`src/rtl/vec_stim_gen_if.sv`:
```
// Lane bus between the stimulus generator and the downstream register stage:
// forward vector lanes plus the lanes returned after the downstream latency.
interface vec_stim_gen_if #(
    parameter int SMALL_W = 2,
    parameter int QUAD_W  = 40,
    parameter int WIDE_W  = 70
);
    logic [SMALL_W-1:0] out_small;
    logic [QUAD_W-1:0]  out_quad;
    logic [WIDE_W-1:0]  out_wide;
    logic               vec_valid;
    logic [SMALL_W-1:0] ret_small;
    logic [QUAD_W-1:0]  ret_quad;
    logic [WIDE_W-1:0]  ret_wide;

    modport master (
        output out_small, out_quad, out_wide, vec_valid,
        input  ret_small, ret_quad, ret_wide
    );

    modport slave (
        input  out_small, out_quad, out_wide, vec_valid,
        output ret_small, ret_quad, ret_wide
    );
endinterface

```
`src/rtl/vec_stim_gen.sv`:
```
// LFSR stimulus generator for the 3-lane register top; checks returned lanes after LAT cycles.
// Optional saturating failure counter enabled by defining VEC_STIM_ERR_CNT_EN.
module vec_stim_gen #(
    parameter int                SMALL_W = 2,
    parameter int                QUAD_W  = 40,
    parameter int                WIDE_W  = 70,
    parameter int                CNT_W   = 16,
    parameter int                LAT     = 1,
    parameter logic [WIDE_W-1:0] SEED    = 70'h2A_5A5A_5A5A_5A5A_5A5A
) (
    input  logic               i_clk,
    input  logic               i_reset,
    input  logic               i_seed_load,
    input  logic [WIDE_W-1:0]  i_seed_in,
    input  logic               i_start,
    input  logic [CNT_W-1:0]   i_num_vectors,
    vec_stim_gen_if.master     bus,
    output logic               o_busy,
    output logic               o_done,
    output logic               o_mismatch,
    output logic [CNT_W-1:0]   o_err_count
);
    typedef enum logic [1:0] {S_IDLE, S_RUN, S_DRAIN, S_DONE} state_t;

    state_t                       r_state, w_next;
    logic [WIDE_W-1:0]            r_lfsr, w_lfsr_nxt;
    logic [WIDE_W-1:0]            r_out_wide;
    logic                         r_vld;
    logic [CNT_W-1:0]             r_cnt;
    logic [3:0]                   r_drain;
    logic [LAT-1:0]               r_vld_pipe;
    logic [LAT-1:0][WIDE_W-1:0]   r_exp_pipe;
    logic                         r_mismatch;
    logic                         w_start_acc;
    logic                         w_fail;
    logic [WIDE_W-1:0]            w_exp;

    // seed_load takes priority over start in the same cycle
    assign w_start_acc = (r_state == S_IDLE) && i_start && !i_seed_load;
    assign w_lfsr_nxt  = {r_lfsr[WIDE_W-2:0], r_lfsr[69] ^ r_lfsr[68] ^ r_lfsr[54] ^ r_lfsr[53]};
    assign w_exp       = r_exp_pipe[LAT-1];
    assign w_fail      = r_vld_pipe[LAT-1] &&
                         ((bus.ret_wide  != w_exp) ||
                          (bus.ret_quad  != w_exp[QUAD_W-1:0]) ||
                          (bus.ret_small != w_exp[SMALL_W-1:0]));

    assign bus.out_wide  = r_out_wide;
    assign bus.out_quad  = r_out_wide[QUAD_W-1:0];
    assign bus.out_small = r_out_wide[SMALL_W-1:0];
    assign bus.vec_valid = r_vld;
    assign o_mismatch    = r_mismatch;

    always_ff @(posedge i_clk) begin
        if (i_reset) r_state <= S_IDLE;
        else         r_state <= w_next;
    end

    always_comb begin
        w_next = r_state;
        case (r_state)
            S_IDLE:  if (w_start_acc) w_next = (i_num_vectors != '0) ? S_RUN : S_DONE;
            S_RUN:   if (r_cnt == CNT_W'(1)) w_next = S_DRAIN;
            // DRAIN spans the last visible vector plus LAT return cycles
            S_DRAIN: if (r_drain == 4'd0) w_next = S_DONE;
            S_DONE:  w_next = S_IDLE;
            default: w_next = S_IDLE;
        endcase
    end

    always_comb begin
        o_busy = (r_state == S_RUN) || (r_state == S_DRAIN);
        o_done = (r_state == S_DONE);
    end

    always_ff @(posedge i_clk) begin
        if (i_reset) begin
            r_lfsr     <= SEED;
            r_out_wide <= '0;
            r_vld      <= 1'b0;
            r_cnt      <= '0;
            r_drain    <= '0;
            r_vld_pipe <= '0;
            r_exp_pipe <= '0;
            r_mismatch <= 1'b0;
        end else begin
            r_vld <= (r_state == S_RUN);
            if (r_state == S_IDLE && i_seed_load)
                r_lfsr <= (i_seed_in == '0) ? SEED : i_seed_in;
            if (r_state == S_RUN) begin
                r_out_wide <= r_lfsr;
                r_lfsr     <= w_lfsr_nxt;
                r_cnt      <= r_cnt - 1'b1;
                r_drain    <= 4'(LAT);
            end else if (r_state == S_DRAIN) begin
                r_drain    <= r_drain - 1'b1;
            end
            if (w_start_acc) begin
                r_cnt      <= i_num_vectors;
                r_mismatch <= 1'b0;
            end else if (w_fail) begin
                r_mismatch <= 1'b1;
            end
            r_vld_pipe[0] <= r_vld;
            r_exp_pipe[0] <= r_out_wide;
            for (int i = 1; i < LAT; i++) begin
                r_vld_pipe[i] <= r_vld_pipe[i-1];
                r_exp_pipe[i] <= r_exp_pipe[i-1];
            end
        end
    end

`ifdef VEC_STIM_ERR_CNT_EN
    logic [CNT_W-1:0] r_err_cnt;

    always_ff @(posedge i_clk) begin
        if (i_reset)                         r_err_cnt <= '0;
        else if (w_start_acc)                r_err_cnt <= '0;
        else if (w_fail && r_err_cnt != '1)  r_err_cnt <= r_err_cnt + 1'b1;
    end

    assign o_err_count = r_err_cnt;
`else
    assign o_err_count = '0;
`endif
endmodule

```
`src/flat_wrapper.sv`:
```
// flat-port wrapper written by rule: the top's interface ports become plain ports
module vec_stim_gen_flat 
#(
    parameter int                SMALL_W = 2,
    parameter int                QUAD_W  = 40,
    parameter int                WIDE_W  = 70,
    parameter int                CNT_W   = 16,
    parameter int                LAT     = 1,
    parameter logic [WIDE_W-1:0] SEED    = 70'h2A_5A5A_5A5A_5A5A_5A5A
)
  (i_clk, i_reset, i_seed_load, i_seed_in, i_start, i_num_vectors, o_busy, o_done, o_mismatch, o_err_count, bus_out_small, bus_out_quad, bus_out_wide, bus_vec_valid, bus_ret_small, bus_ret_quad, bus_ret_wide);
  vec_stim_gen_if #(.SMALL_W(SMALL_W), .QUAD_W(QUAD_W), .WIDE_W(WIDE_W)) bus_i ();
  input  logic i_clk;
  input  logic i_reset;
  input  logic i_seed_load;
  input  logic [WIDE_W-1:0] i_seed_in;
  input  logic i_start;
  input  logic [CNT_W-1:0] i_num_vectors;
  output logic o_busy;
  output logic o_done;
  output logic o_mismatch;
  output logic [CNT_W-1:0] o_err_count;
  output wire logic [$bits(bus_i.out_small)-1:0] bus_out_small;
  output wire logic [$bits(bus_i.out_quad)-1:0] bus_out_quad;
  output wire logic [$bits(bus_i.out_wide)-1:0] bus_out_wide;
  output wire logic [$bits(bus_i.vec_valid)-1:0] bus_vec_valid;
  input wire logic [$bits(bus_i.ret_small)-1:0] bus_ret_small;
  input wire logic [$bits(bus_i.ret_quad)-1:0] bus_ret_quad;
  input wire logic [$bits(bus_i.ret_wide)-1:0] bus_ret_wide;
  assign bus_out_small = bus_i.out_small;
  assign bus_out_quad = bus_i.out_quad;
  assign bus_out_wide = bus_i.out_wide;
  assign bus_vec_valid = bus_i.vec_valid;
  assign bus_i.ret_small = bus_ret_small;
  assign bus_i.ret_quad = bus_ret_quad;
  assign bus_i.ret_wide = bus_ret_wide;
  vec_stim_gen #(.SMALL_W(SMALL_W), .QUAD_W(QUAD_W), .WIDE_W(WIDE_W), .CNT_W(CNT_W), .LAT(LAT), .SEED(SEED)) u_core (.i_clk(i_clk), .i_reset(i_reset), .i_seed_load(i_seed_load), .i_seed_in(i_seed_in), .i_start(i_start), .i_num_vectors(i_num_vectors), .bus(bus_i), .o_busy(o_busy), .o_done(o_done), .o_mismatch(o_mismatch), .o_err_count(o_err_count));
endmodule
```
`config.mk`:
```
export PLATFORM = sky130hd
export DESIGN_NAME = vec_stim_gen_flat
export DESIGN_NICKNAME = d
export VERILOG_FILES = /design/src/rtl/vec_stim_gen_if.sv /design/src/rtl/vec_stim_gen.sv /design/src/flat_wrapper.sv
export SDC_FILE = /design/constraint.sdc
export NUM_CORES = 1
export LEC_CHECK = 0
export CAP_MARGIN = 30
export CORE_MARGIN = 4
export CORE_UTILIZATION = 35
export CTS_CLUSTER_DIAMETER = 100
export DETAILED_ROUTE_END_ITERATION = 7
export PLACE_DENSITY = 0.61
export SYNTH_ARGS = -nofsm -noshare
export SYNTH_HDL_FRONTEND = slang
export SYNTH_SLANG_ARGS = --single-unit
```
`constraint.sdc`:
```
create_clock -name i_clk -period 2.2 [get_ports i_clk]
set_clock_uncertainty 0.15 [all_clocks]
set_input_delay 0.44 -clock i_clk [delete_from_list [all_inputs] [get_ports i_clk]]
set_output_delay 0.44 -clock i_clk [all_outputs]
set_load 0.05 [all_outputs]
```
==> impl_results.md, run 1 <==
* DRT iter0 DRCs at 523
* Clock power share at 0.245
* Relative slew margins at 0.4886
* Worst EP arrival at 2.42 ns
* Io pins at 334
* Starting density of the core at 0.3574
* Die span in x at around 180 um
* Area contributors post-synth: dfxtp_1 (44%), xor2_1 (7.5%), mux2i_1 (6.7%)
* First-pass DRT Iterations at 5
* LEAKAGE at 6.742 nW
* Worst path required time at 2.50 ns
* Hold Path Depth at 2
* Yosys top cell area share at 0.4418
* Switching pwr at approximately 0.0076 W
* VDD IR max at about 1000 uV
* Critical path's slowest cell: or4b_1
* CTS tree: done
* Post-synth top cells: dfxtp_1 (235), nor2_1 (170), a21oi_1 (107)
* Post-Syn Area at 10650 um^2
* Final Hold Vio Count at 0
* Clk sinks at 235
* Hold Path End: u_core.r_exp_pipe[63]$_SDFF_PP0_
* Switching Share at 0.4057
* IO Port Bufs at 317
* CP startpoint: u_core.r_state[1]$_SDFFE_PP0P_
* Total track usage at 0.2172
* Number of max-cap violations at 0
* FMAX at 472.0 MHz
* Post-Syn Instances at 1195
* Share of flip-flops with an asynchronous set or reset at 0
* Pwr dens at 1207 nW/um^2
* Internal at around 0.011 W
* Worst slew pin tran at about 0.77 ns
* Final antenna-violating net count at 0
* Fin worst setup slack at 0.08131 ns
* Dpl hpwl at 29450 um
* Power Total at 0.01864 W
* R2r startpoint: u_core.r_state[1]$_SDFFE_PP0P_
* Crit path cell chain: inv_2 > ha_4 > and4bb_1 > nand2_2 > or4b_1 > xor2_1 > a211oi_2
* Synth warn at 0
* Die Ht at 182.4 um
* Largest net degree at the start of global routing at 106
* Routed via count at slightly below 10000
* Share of cells above drive strength 1 at 0.1615
* Hold Slack at 0.1692 ns
* GP Congestion at 0.9316
* FF-to-FF End: u_core.r_cnt[14]$_SDFFE_PP0P_
* CP Capture Type: flop
* Pre-CTS WS at -0.6962 ns
* Final nets at 1718
* Sequential cell area fraction in the yosys report at 0.4418
* Setup violation total in the final timing report at 0
* Vias in the first global route at 9370
* Critical path buffers and inverters at 1
* Die area at around 33000 um^2
* Core Region at 29800 um^2
* Total grt overflow at 0
* Fin. max-slew vios at 0
* Slowest stage delay, CP at ~0.54 ns
* HP Class: in -> reg
* Clock-pin slew on the worst setup and hold paths at 0.06 ns
* Cell taking the most area after synthesis: dfxtp_1
* Combinational cell fraction of total power at 0.405
* WL per Instance at 20.20 um
* CP delay by family, top: simple AND/OR/NAND/NOR gates
* CP startpoint kind: flop
* Status: finished clean
* Post-synth EDFFs at 0
* Layout Area Growth over Synthesis at 45.05%
* Average cell area after synthesis at 8.911 um^2
* Yosys reg bits at 235
* DRC violations left at 0
* Final period util at 0.9630
* Skew-Pair Late Insertion Delay at 0.53 ns
* Minimum clock period at 2.119 ns
* Global-route wire length before repair at approximately 56000 um
* CTS Buf Count at 27
* Crit path kind: reg -> reg
* Most frequent cell after synthesis: dfxtp_1
* DRT Wirelength at 38810 um
* Clock root buffer: clkbuf_16
* Post-synth cell types at 46
* H-tree levels at 1
* Vias per cell at 5.001
* Initial antenna violation count at 3
* Clock Tree Buf Depth at 3
* Register-to-register setup slack at 0.08 ns
* Core Rows at 63
* Worst-path fanout max at 4
* Hold Startpoint: i_reset
* Top FF cell, synth: dfxtp_1
* Reg power frac at 0.349
* Reg2reg path depth at 7
## per-stage QoR
step / instance area (um^2) / util / setup TNS (ns) / cells
floorplan: 10710 / - / 0 / 1210
global placement: 14190 / 0.4764 / -21.32 / 1864
detailed placement: 14190 / 0.4764 / -22.31 / 1864
CTS: 15150 / 0.5083 / 0 / 1917
global route: 15450 / 0.5184 / -0.08143 / 1921
finish: 15450 / 0.5184 / 0 / 1921
## power groups by stage
stage	combinational, W	sequential, W	clock (W)
final	0.00755	0.00651	0.00457
after global routing	0.00814	0.00664	0.00486
after CTS	0.00751	0.00650	0.00467
after detailed placement	0.00757	0.00659	0
after global placement	0.00750	0.00656	0
after floorplan	0.00453	0.00714	0
## flip-flops by register name, summed over array words and instances (netlist names)
name,flops
u_core.r_exp_pipe,70
u_core.r_vld_pipe,1
u_core.bus.vec_valid,1
u_core.r_state,2
u_core.o_mismatch,1
u_core.r_drain,4
u_core.r_lfsr,70
u_core.r_cnt,16
u_core.bus.out_wide,70
## how the worst max path moves through the flow
stage	endpoint	slack, ns	cells after the start
after floorplan	u_core.r_cnt[14]$_SDFFE_PP0P_	0.1	8
after global placement	u_core.r_lfsr[12]$_SDFFE_PP1P_	-0.64	7
after detailed placement	u_core.r_lfsr[19]$_SDFFE_PP1P_	-0.70	7
after CTS	u_core.r_lfsr[69]$_SDFFE_PP1P_	0.004	9
after global routing	u_core.r_lfsr[14]$_SDFFE_PP1P_	-0.04	8
final	u_core.r_cnt[14]$_SDFFE_PP0P_	0.08	7
## cell families after synthesis
kind of cell / Yosys count / share of synthesized area
and+or+nand+nor: 420 / 0.1948
muxes: 71 / 0.06674
other: 1 / 0.0003521
xor gates and xnor gates: 112 / 0.09212
buffers and inverters: 142 / 0.07238
adders and majority gates: 8 / 0.009400
DFF: 235 / 0.4418
AOI/OAI and AO/OA: 206 / 0.1224
## worst register-to-register path, delay by kind of cell (launching register included)
kind / cells / cell delay [ns]
and+or+nand+nor: 3 / 0.92
adders and majority gates: 1 / 0.18
buffers and inverters: 1 / 0.10
xor gates and xnor gates: 1 / 0.17
DFF: 1 / 0.32
AOI/OAI and AO/OA: 1 / 0.20
## layer usage
layer / wire length (um) / GRT usage / vias to the layer above / part of all wire
li1: - / - / 4672 / -
met1: 16830 / 0.2903 / 4503 / 0.43
met2: 17710 / 0.3450 / 367 / 0.46
met3: 3010 / 0.04525 / 62 / 0.078
met4: 1245 / 0.08496 / 2 / 0.032
met5: 13 / 0 / - / 0.00033
## cell usage in the layout, fill, tap and decap left out, drive strengths merged, types with 43 or more instances in the layout
cell type	count
dfxtp	235
nor2	170
buf	163
clkdlybuf4s50	158
a21oi	107
xor2	91
nand2	80
nor2b	72
mux2i	71
a211oi	52
nor4	47
clkbuf	44
dlygate4sd2	43
## area by class of cell
cell class / count / area, um^2
repair buffers: 402 / 3850
fillers: 2867 / 14350
well taps: 390 / 488.0
multi-input cells: 833 / 5441
clock buffers: 42 / 822.0
inverters: 9 / 33.78
diodes: 2 / 5.005
flip-flops and latches: 235 / 4706
clock inverters: 8 / 100.1
## what timing repair did
action,in CTS,in global routing
hold buffers,0,0
cloned,1,2
buffers inserted,2,0
setup endpoints to repair,75,40
hold endpoints to repair,0,0
resized for setup,54,63
pin swaps,6,21
Power figures use the tool's default switching activity.
==> run 2, diff against run 1 <==
--- a/config.mk
+++ b/config.mk
@@ -10,7 +10,7 @@
 export CORE_UTILIZATION = 35
 export CTS_CLUSTER_DIAMETER = 100
 export DETAILED_ROUTE_END_ITERATION = 7
-export PLACE_DENSITY = 0.61
+export PLACE_DENSITY = 0.65
 export SYNTH_ARGS = -nofsm -noshare
 export SYNTH_HDL_FRONTEND = slang
 export SYNTH_SLANG_ARGS = --single-unit
==> impl_results.md, run 2 (synthesis gave the netlist of run 1 again) <==
* Global-route wire length before repair at 55670 um (was 56240 um)
* HP Class: in -> reg (unchanged)
* Fin. max-slew vios at 0 (unchanged)
* CP Capture Type: primary output (was flop)
* Minimum clock period at 2.134 ns (was 2.119 ns)
* Io pins at 334 (unchanged)
* H-tree levels at 1 (unchanged)
* Switching pwr at 0.007514 W (was 0.007560 W)
* Clock root buffer: clkbuf_16 (unchanged)
* Final Non-Filler Cells at 1917 (was 1921)
* Total grt overflow at 0 (unchanged)
* Vias per cell at 4.927 (was 5.001)
* Die Ht at 182.4 um (unchanged)
* Share of cells above drive strength 1 at 0.1601 (was 0.1615)
* Sum Neg Setup Slack at 0 ns (unchanged)
* RSZ-0062 raised after global routing: false
* Crit path kind: reg -> out (was reg -> reg)
* WL per Instance at 19.80 um (was 20.20 um)
* Largest net degree at the start of global routing at 119 (was 106)
* Fill cells at 2813 (was 2867)
* Commonest non-fill, non-tap cell in the layout: dfxtp_1 (unchanged)
* DRT Wirelength at 37950 um (was 38810 um)
* Number of max-cap violations at 0 (unchanged)
* Clock Tree Buf Depth at 3 (unchanged)
* CP delay by family, top: flip-flops (was simple AND/OR/NAND/NOR gates)
* First-pass DRT Iterations at 4 (was 5)
* Pwr dens at 1218 nW/um^2 (was 1207 nW/um^2)
* CTS tree: done (unchanged)
* Final antenna-violating net count at 0 (unchanged)
* Worst path required time at 1.61 ns (was 2.50 ns)
* Core Rows at 63 (unchanged)
* DRC violations left at 0 (unchanged)
* Vias in the first global route at 9231 (was 9370)
* Hold_buf cts at 0 (unchanged)
* Critical path buffers and inverters at 2 (was 1)
* Layout Area Growth over Synthesis at 43.41% (was 45.05%)
* IO Port Bufs at 317 (unchanged)
* FMAX at 468.6 MHz (was 472.0 MHz)
* Combinational cell fraction of total power at 0.405 (about the same)
* Die area at 33280 um^2 (unchanged)
* Relative slew margins at 0.5820 (was 0.4886)
* Clock-pin slew on the worst setup and hold paths at 0.06 ns (about the same)
* Most frequent cells in the layout: dfxtp_1 (234), nor2_1 (170), clkdlybuf4s50_1 (159), buf_4 (151), a21oi_1 (107) (was dfxtp_1 (234), nor2_1 (170), clkdlybuf4s50_1 (158), buf_4 (147), a21oi_1 (107))
* Final nets at 1715 (was 1718)
* Final period util at 0.9700 (was 0.9630)
* GP Congestion at 0.8986 (was 0.9316)
* Core Region at 29800 um^2 (unchanged)
* Reg power frac at 0.347 (was 0.349)
* Status: finished clean (unchanged)
* Worst-path fanout max at 4 (unchanged)
* Initial antenna violation count at 10 (was 3)
* Setup violation total in the final timing report at 0 (unchanged)
* Starting density of the core at 0.3574 (unchanged)
* Dpl hpwl at 29520 um (was 29450 um)
* Die span in x at 182.4 um (unchanged)
* CP startpoint kind: flop (unchanged)
* Worst EP arrival at 1.54 ns (was 2.42 ns)
* Skew-Pair Late Insertion Delay at 0.53 ns (about the same)
* Slowest stage delay, CP at 0.39 ns (was 0.54 ns)
* Final Hold Vio Count at 0 (unchanged)
* Clk sinks at 235 (unchanged)
* Critical path's slowest cell: dfxtp_1 (was or4b_1)
* CTS Buf Count at 27 (unchanged)
* DRT iter0 DRCs at 492 (was 523)
* Internal at 0.01109 W (was 0.01108 W)
* LEAKAGE at 6.587 nW (was 6.742 nW)
* Post-Place Cells at 1867 (was 1864)
* Crit path cell chain: inv_2 > ha_2 > buf_12 (was inv_2 > ha_4 > and4bb_1 > nand2_2 > or4b_1 > xor2_1 > a211oi_2)
* VDD IR max at 818.4 uV (was 1043 uV)
* Total track usage at 0.2144 (was 0.2172)
* Worst slew pin tran at 0.6249 ns (was 0.7670 ns)
* Switching Share at 0.4039 (was 0.4057)
* Routed via count at 9445 (was 9606)
* Clock power share at 0.248 (was 0.245)
==> run 2: per-stage QoR <==
step | total power (W) | hold slack, ns | utilization | cell area [um^2] | setup slack (ns)
2_1_floorplan | 0.01168 | 0.3152 | - | 10710 | 0.09924
3_3_place_gp | 0.01402 | 0.3117 | 0.4771 | 14220 | -0.9649
3_5_place_dp | 0.01414 | 0.3167 | 0.4771 | 14220 | -0.9854
4_1_cts | 0.01873 | 0.1776 | 0.5100 | 15190 | -0.01089
5_1_grt | 0.01960 | 0.1751 | 0.5126 | 15270 | 0.01523
6_report | 0.01860 | 0.1568 | 0.5126 | 15270 | 0.06610
==> run 2: power groups by stage <==
| stage | Clock (W) | Combinational [W] | Sequential, W |
|---|---|---|---|
| global route | 0.00489 | 0.00812 | 0.00659 |
| global placement | 0 | 0.00752 | 0.00651 |
| finish | 0.00461 | 0.00753 | 0.00646 |
| CTS | 0.00471 | 0.00757 | 0.00645 |
| detailed placement | 0 | 0.00760 | 0.00654 |
| floorplan | 0 | 0.00453 | 0.00714 |
==> run 2: layout make-up <==
type	count	area (um^2)	share of cell area
Multi-Input combinational cell	833	5384	0.3525
Antenna cell	3	7.507	0.0004916
Clock buffer	39	790.8	0.05178
Timing Repair Buffer	399	3732	0.2444
Inverter	9	33.78	0.002212
Sequential cell	235	4706	0.3081
Tap cell	390	488.0	0.03195
Clock inverter	9	130.1	0.008520
==> run 2: final timing paths <==
path	from	to	slack, ns	cells after the start
max	u_core.r_state[1]$_SDFFE_PP0P_	o_busy	0.07	3
min reg2reg	u_core.bus.vec_valid$_SDFF_PP0_	u_core.r_vld_pipe$_SDFF_PP0_	0.32	1
max reg2reg	u_core.r_state[1]$_SDFFE_PP0P_	u_core.r_cnt[9]$_SDFFE_PP0P_	0.12	7
min	i_seed_in[3]	u_core.r_lfsr[3]$_SDFFE_PP1P_	0.16	3
==> run 2: layer usage <==
| layer | share of wire | track usage |
|---|---|---|
| met5 | 0.0021 | 0 |
| met4 | 0.021 | 0.05794 |
| met3 | 0.073 | 0.05960 |
| met2 | 0.47 | 0.3548 |
| met1 | 0.43 | 0.2761 |
==> run 2: repair_timing <==
action | CTS | global route
pin swaps | 13 | 14
endpoints found under the setup margin | 68 | 37
cloned | 1 | 0
buffers inserted | 1 | 0
gates resized for setup | 70 | 30
==> run 2: worst reg2reg max path: stages (launching register included) <==
cell and delay (ns):
dfxtp_1 0.34, inv_2 0.10, ha_4 0.14, or4b_4 0.50, or2_4 0.28, nor3_2 0.14
xnor2_1 0.10, a211oi_1 0.23
==> run 3, diff against run 2 <==
--- a/config.mk
+++ b/config.mk
@@ -6,7 +6,7 @@
 export NUM_CORES = 1
 export LEC_CHECK = 0
 export CAP_MARGIN = 30
-export CORE_MARGIN = 4
+export CORE_MARGIN = 2
 export CORE_UTILIZATION = 35
 export CTS_CLUSTER_DIAMETER = 100
 export DETAILED_ROUTE_END_ITERATION = 7
==> impl_results.md, run 3 (synthesis gave the netlist of run 1 again) <==
* Status: finished clean (unchanged)
* Vias per cell at 4.976 (was 4.927)
* Fill cells at 2785 (was 2813)
* M2 GR Usage at 0.3708 (was 0.3548)
* Hold Startpoint: i_reset (was i_seed_in[3])
* Global-route wire length before repair at 54350 um (was 55670 um)
* Worst-path fanout max at 6 (was 4)
* Hold Path End: u_core.r_exp_pipe[68]$_SDFF_PP0_ (was u_core.r_lfsr[3]$_SDFFE_PP1P_)
* IO Port Bufs at 317 (unchanged)
* Layout Area Growth over Synthesis at 44.12% (was 43.41%)
* Routed via count at 9578 (was 9445)
* Pre-CTS WS at -0.6583 ns (was -0.9854 ns)
* Hold_buf cts at 0 (unchanged)
* Starting density of the core at 0.3574 (unchanged)
* Share of cells above drive strength 1 at 0.1606 (was 0.1601)
* LEAKAGE at 6.705 nW (was 6.587 nW)
* Dpl cell area at 14250 um^2 (was 14220 um^2)
* Minimum clock period at 2.153 ns (was 2.134 ns)
* CP startpoint kind: primary input (was flop)
* Final nets at 1722 (was 1715)
* Initial antenna violation count at 5 (was 10)
* Reg2reg path depth at 7 (unchanged)
* Clock-pin slew on the worst setup and hold paths at 0.06 ns (about the same)
* Commonest non-fill, non-tap cell in the layout: dfxtp_1 (unchanged)
* Die area at 31840 um^2 (was 33280 um^2)
* Worst path required time at 2.47 ns (was 1.61 ns)
* RSZ-0062 raised after global routing: false (unchanged)
* Largest net degree at the start of global routing at 124 (was 119)
* WL per Instance at 19.83 um (was 19.80 um)
* Final period util at 0.9785 (was 0.9700)
* Die span in x at 178.4 um (was 182.4 um)
* Die Ht at 178.4 um (was 182.4 um)
* Register-to-register setup slack at 0.10 ns (was 0.12 ns)
* Core Region at 29800 um^2 (unchanged)
* Setup violation total in the final timing report at 0 (unchanged)
* Top Usage Layer GRT: met2 (unchanged)
* CTS tree: done (unchanged)
* Finished Core Util at 0.5151 (was 0.5126)
* Io pins at 334 (unchanged)
* DRT iter0 DRCs at 564 (was 492)
* Final antenna-violating net count at 0 (unchanged)
* Skew-Pair Late Insertion Delay at 0.53 ns (about the same)
* CTS Buf Count at 26 (was 27)
* Hold Slack at 0.1810 ns (was 0.1568 ns)
* Worst EP arrival at 2.43 ns (was 1.54 ns)
* Clk sinks at 235 (unchanged)
* Total track usage at 0.2245 (was 0.2144)
* Design area at 15350 um^2 (was 15270 um^2)
* Multi-input logic area at 5376 um^2 (was 5384 um^2)
* Final Hold Vio Count at 0 (unchanged)
* Clock Tree Buf Depth at 3 (unchanged)
* Fin. max-slew vios at 0 (unchanged)
* Crit path kind: in -> reg (was reg -> out)
* Worst slew pin tran at 0.7290 ns (was 0.6249 ns)
* FF-to-FF End: u_core.o_mismatch$_SDFFE_PP0P_ (was u_core.r_cnt[9]$_SDFFE_PP0P_)
* Hold Path Depth at 2 (was 3)
* Pwr dens at 1198 nW/um^2 (was 1218 nW/um^2)
* HP Class: in -> reg (unchanged)
* GP Congestion at 0.9300 (was 0.8986)
* H-tree levels at 1 (unchanged)
* Dpl hpwl at 28820 um (was 29520 um)
* Grt met3 use at 0.04113 (was 0.05960)
* Relative slew margins at 0.5124 (was 0.5820)
* Vias in the first global route at 9211 (was 9231)
* Number of max-cap violations at 0 (unchanged)
* VDD IR max at 1151 uV (was 818.4 uV)
* FMAX at 464.5 MHz (was 468.6 MHz)
* DRT Wirelength at 38170 um (was 37950 um)
* DRC violations left at 0 (unchanged)
* Most frequent cells in the layout: dfxtp_1 (234), nor2_1 (170), clkdlybuf4s50_1 (164), buf_4 (149), a21oi_1 (107) (was dfxtp_1 (234), nor2_1 (170), clkdlybuf4s50_1 (159), buf_4 (151), a21oi_1 (107))
* CP Capture Type: flop (was primary output)
* Register Area at 4706 um^2 (unchanged)
* Grt met1 use at 0.2962 (was 0.2761)
* R2r startpoint: u_core.r_exp_pipe[25]$_SDFF_PP0_ (was u_core.r_state[1]$_SDFFE_PP0P_)
* Core Rows at 63 (unchanged)
* Total grt overflow at 0 (unchanged)
* First-pass DRT Iterations at 5 (was 4)
* Clock root buffer: clkbuf_16 (unchanged)
* Fin worst setup slack at 0.04732 ns (was 0.06610 ns)
[run 3: worst max path at each step]
stage | slack [ns] | cells after the start | to | start
floorplan | 0.1 | 8 | u_core.r_cnt[14]$_SDFFE_PP0P_ | u_core.r_state[1]$_SDFFE_PP0P_
global placement | -0.63 | 8 | u_core.r_lfsr[9]$_SDFFE_PP1P_ | i_seed_in[35]
detailed placement | -0.66 | 8 | u_core.r_lfsr[3]$_SDFFE_PP1P_ | i_seed_in[35]
CTS | 0.01 | 10 | u_core.r_lfsr[65]$_SDFFE_PP1P_ | i_seed_in[4]
global route | 0.005 | 9 | u_core.r_lfsr[62]$_SDFFE_PP1P_ | i_seed_in[24]
finish | 0.05 | 9 | u_core.r_lfsr[62]$_SDFFE_PP1P_ | i_seed_in[42]
[run 3: final cells by class]
type,count,share of cell area
inverter,9,0.002201
clock buffer,36,0.04753
clock inverter,12,0.007500
multi-input combinational,833,0.3503
tap,390,0.03180
timing repair buffer,407,0.2535
antenna,3,0.0004892
sequential,235,0.3066
[run 3: critical path: stages]
cell	delay (ns)
clkdlybuf4s50_1	0.47
nor4_1	0.37
buf_4	0.17
nand4_1	0.13
nor4_4	0.20
buf_6	0.18
buf_12	0.13
a211oi_2	0.07
o31ai_1	0.27
[run 3: stage by stage]
| stage | TNS [ns] | std cells | power [W] |
|---|---|---|---|
| floorplan | 0 | 1210 | 0.01168 |
| global placement | -22.02 | 1869 | 0.01406 |
| detailed placement | -22.09 | 1869 | 0.01418 |
| CTS | 0 | 1919 | 0.01843 |
| global route | 0 | 1923 | 0.01933 |
| finish | 0 | 1925 | 0.01838 |
[run 3: timing repair]
action,4_1_cts,5_1_grt
setup endpoints to repair,77,38
setup buffers,2,0
pin swaps,1,18
gates cloned,0,3
resized for setup,49,53
[run 3: per-layer routing]
metal / share of wire / wire length (um)
met1: 0.43 / 16450
met3: 0.078 / 2990
met2: 0.46 / 17650
met4: 0.028 / 1076
met5: 0 / 0
[run 3: where the power goes]
group	total [W]	switching, W	internal, W	leakage (nW)
logic	0.00757	0.00464	0.00293	4.37
registers	0.00649	0.00115	0.00534	1.92
clock network	0.00432	0.00177	0.00255	0.415
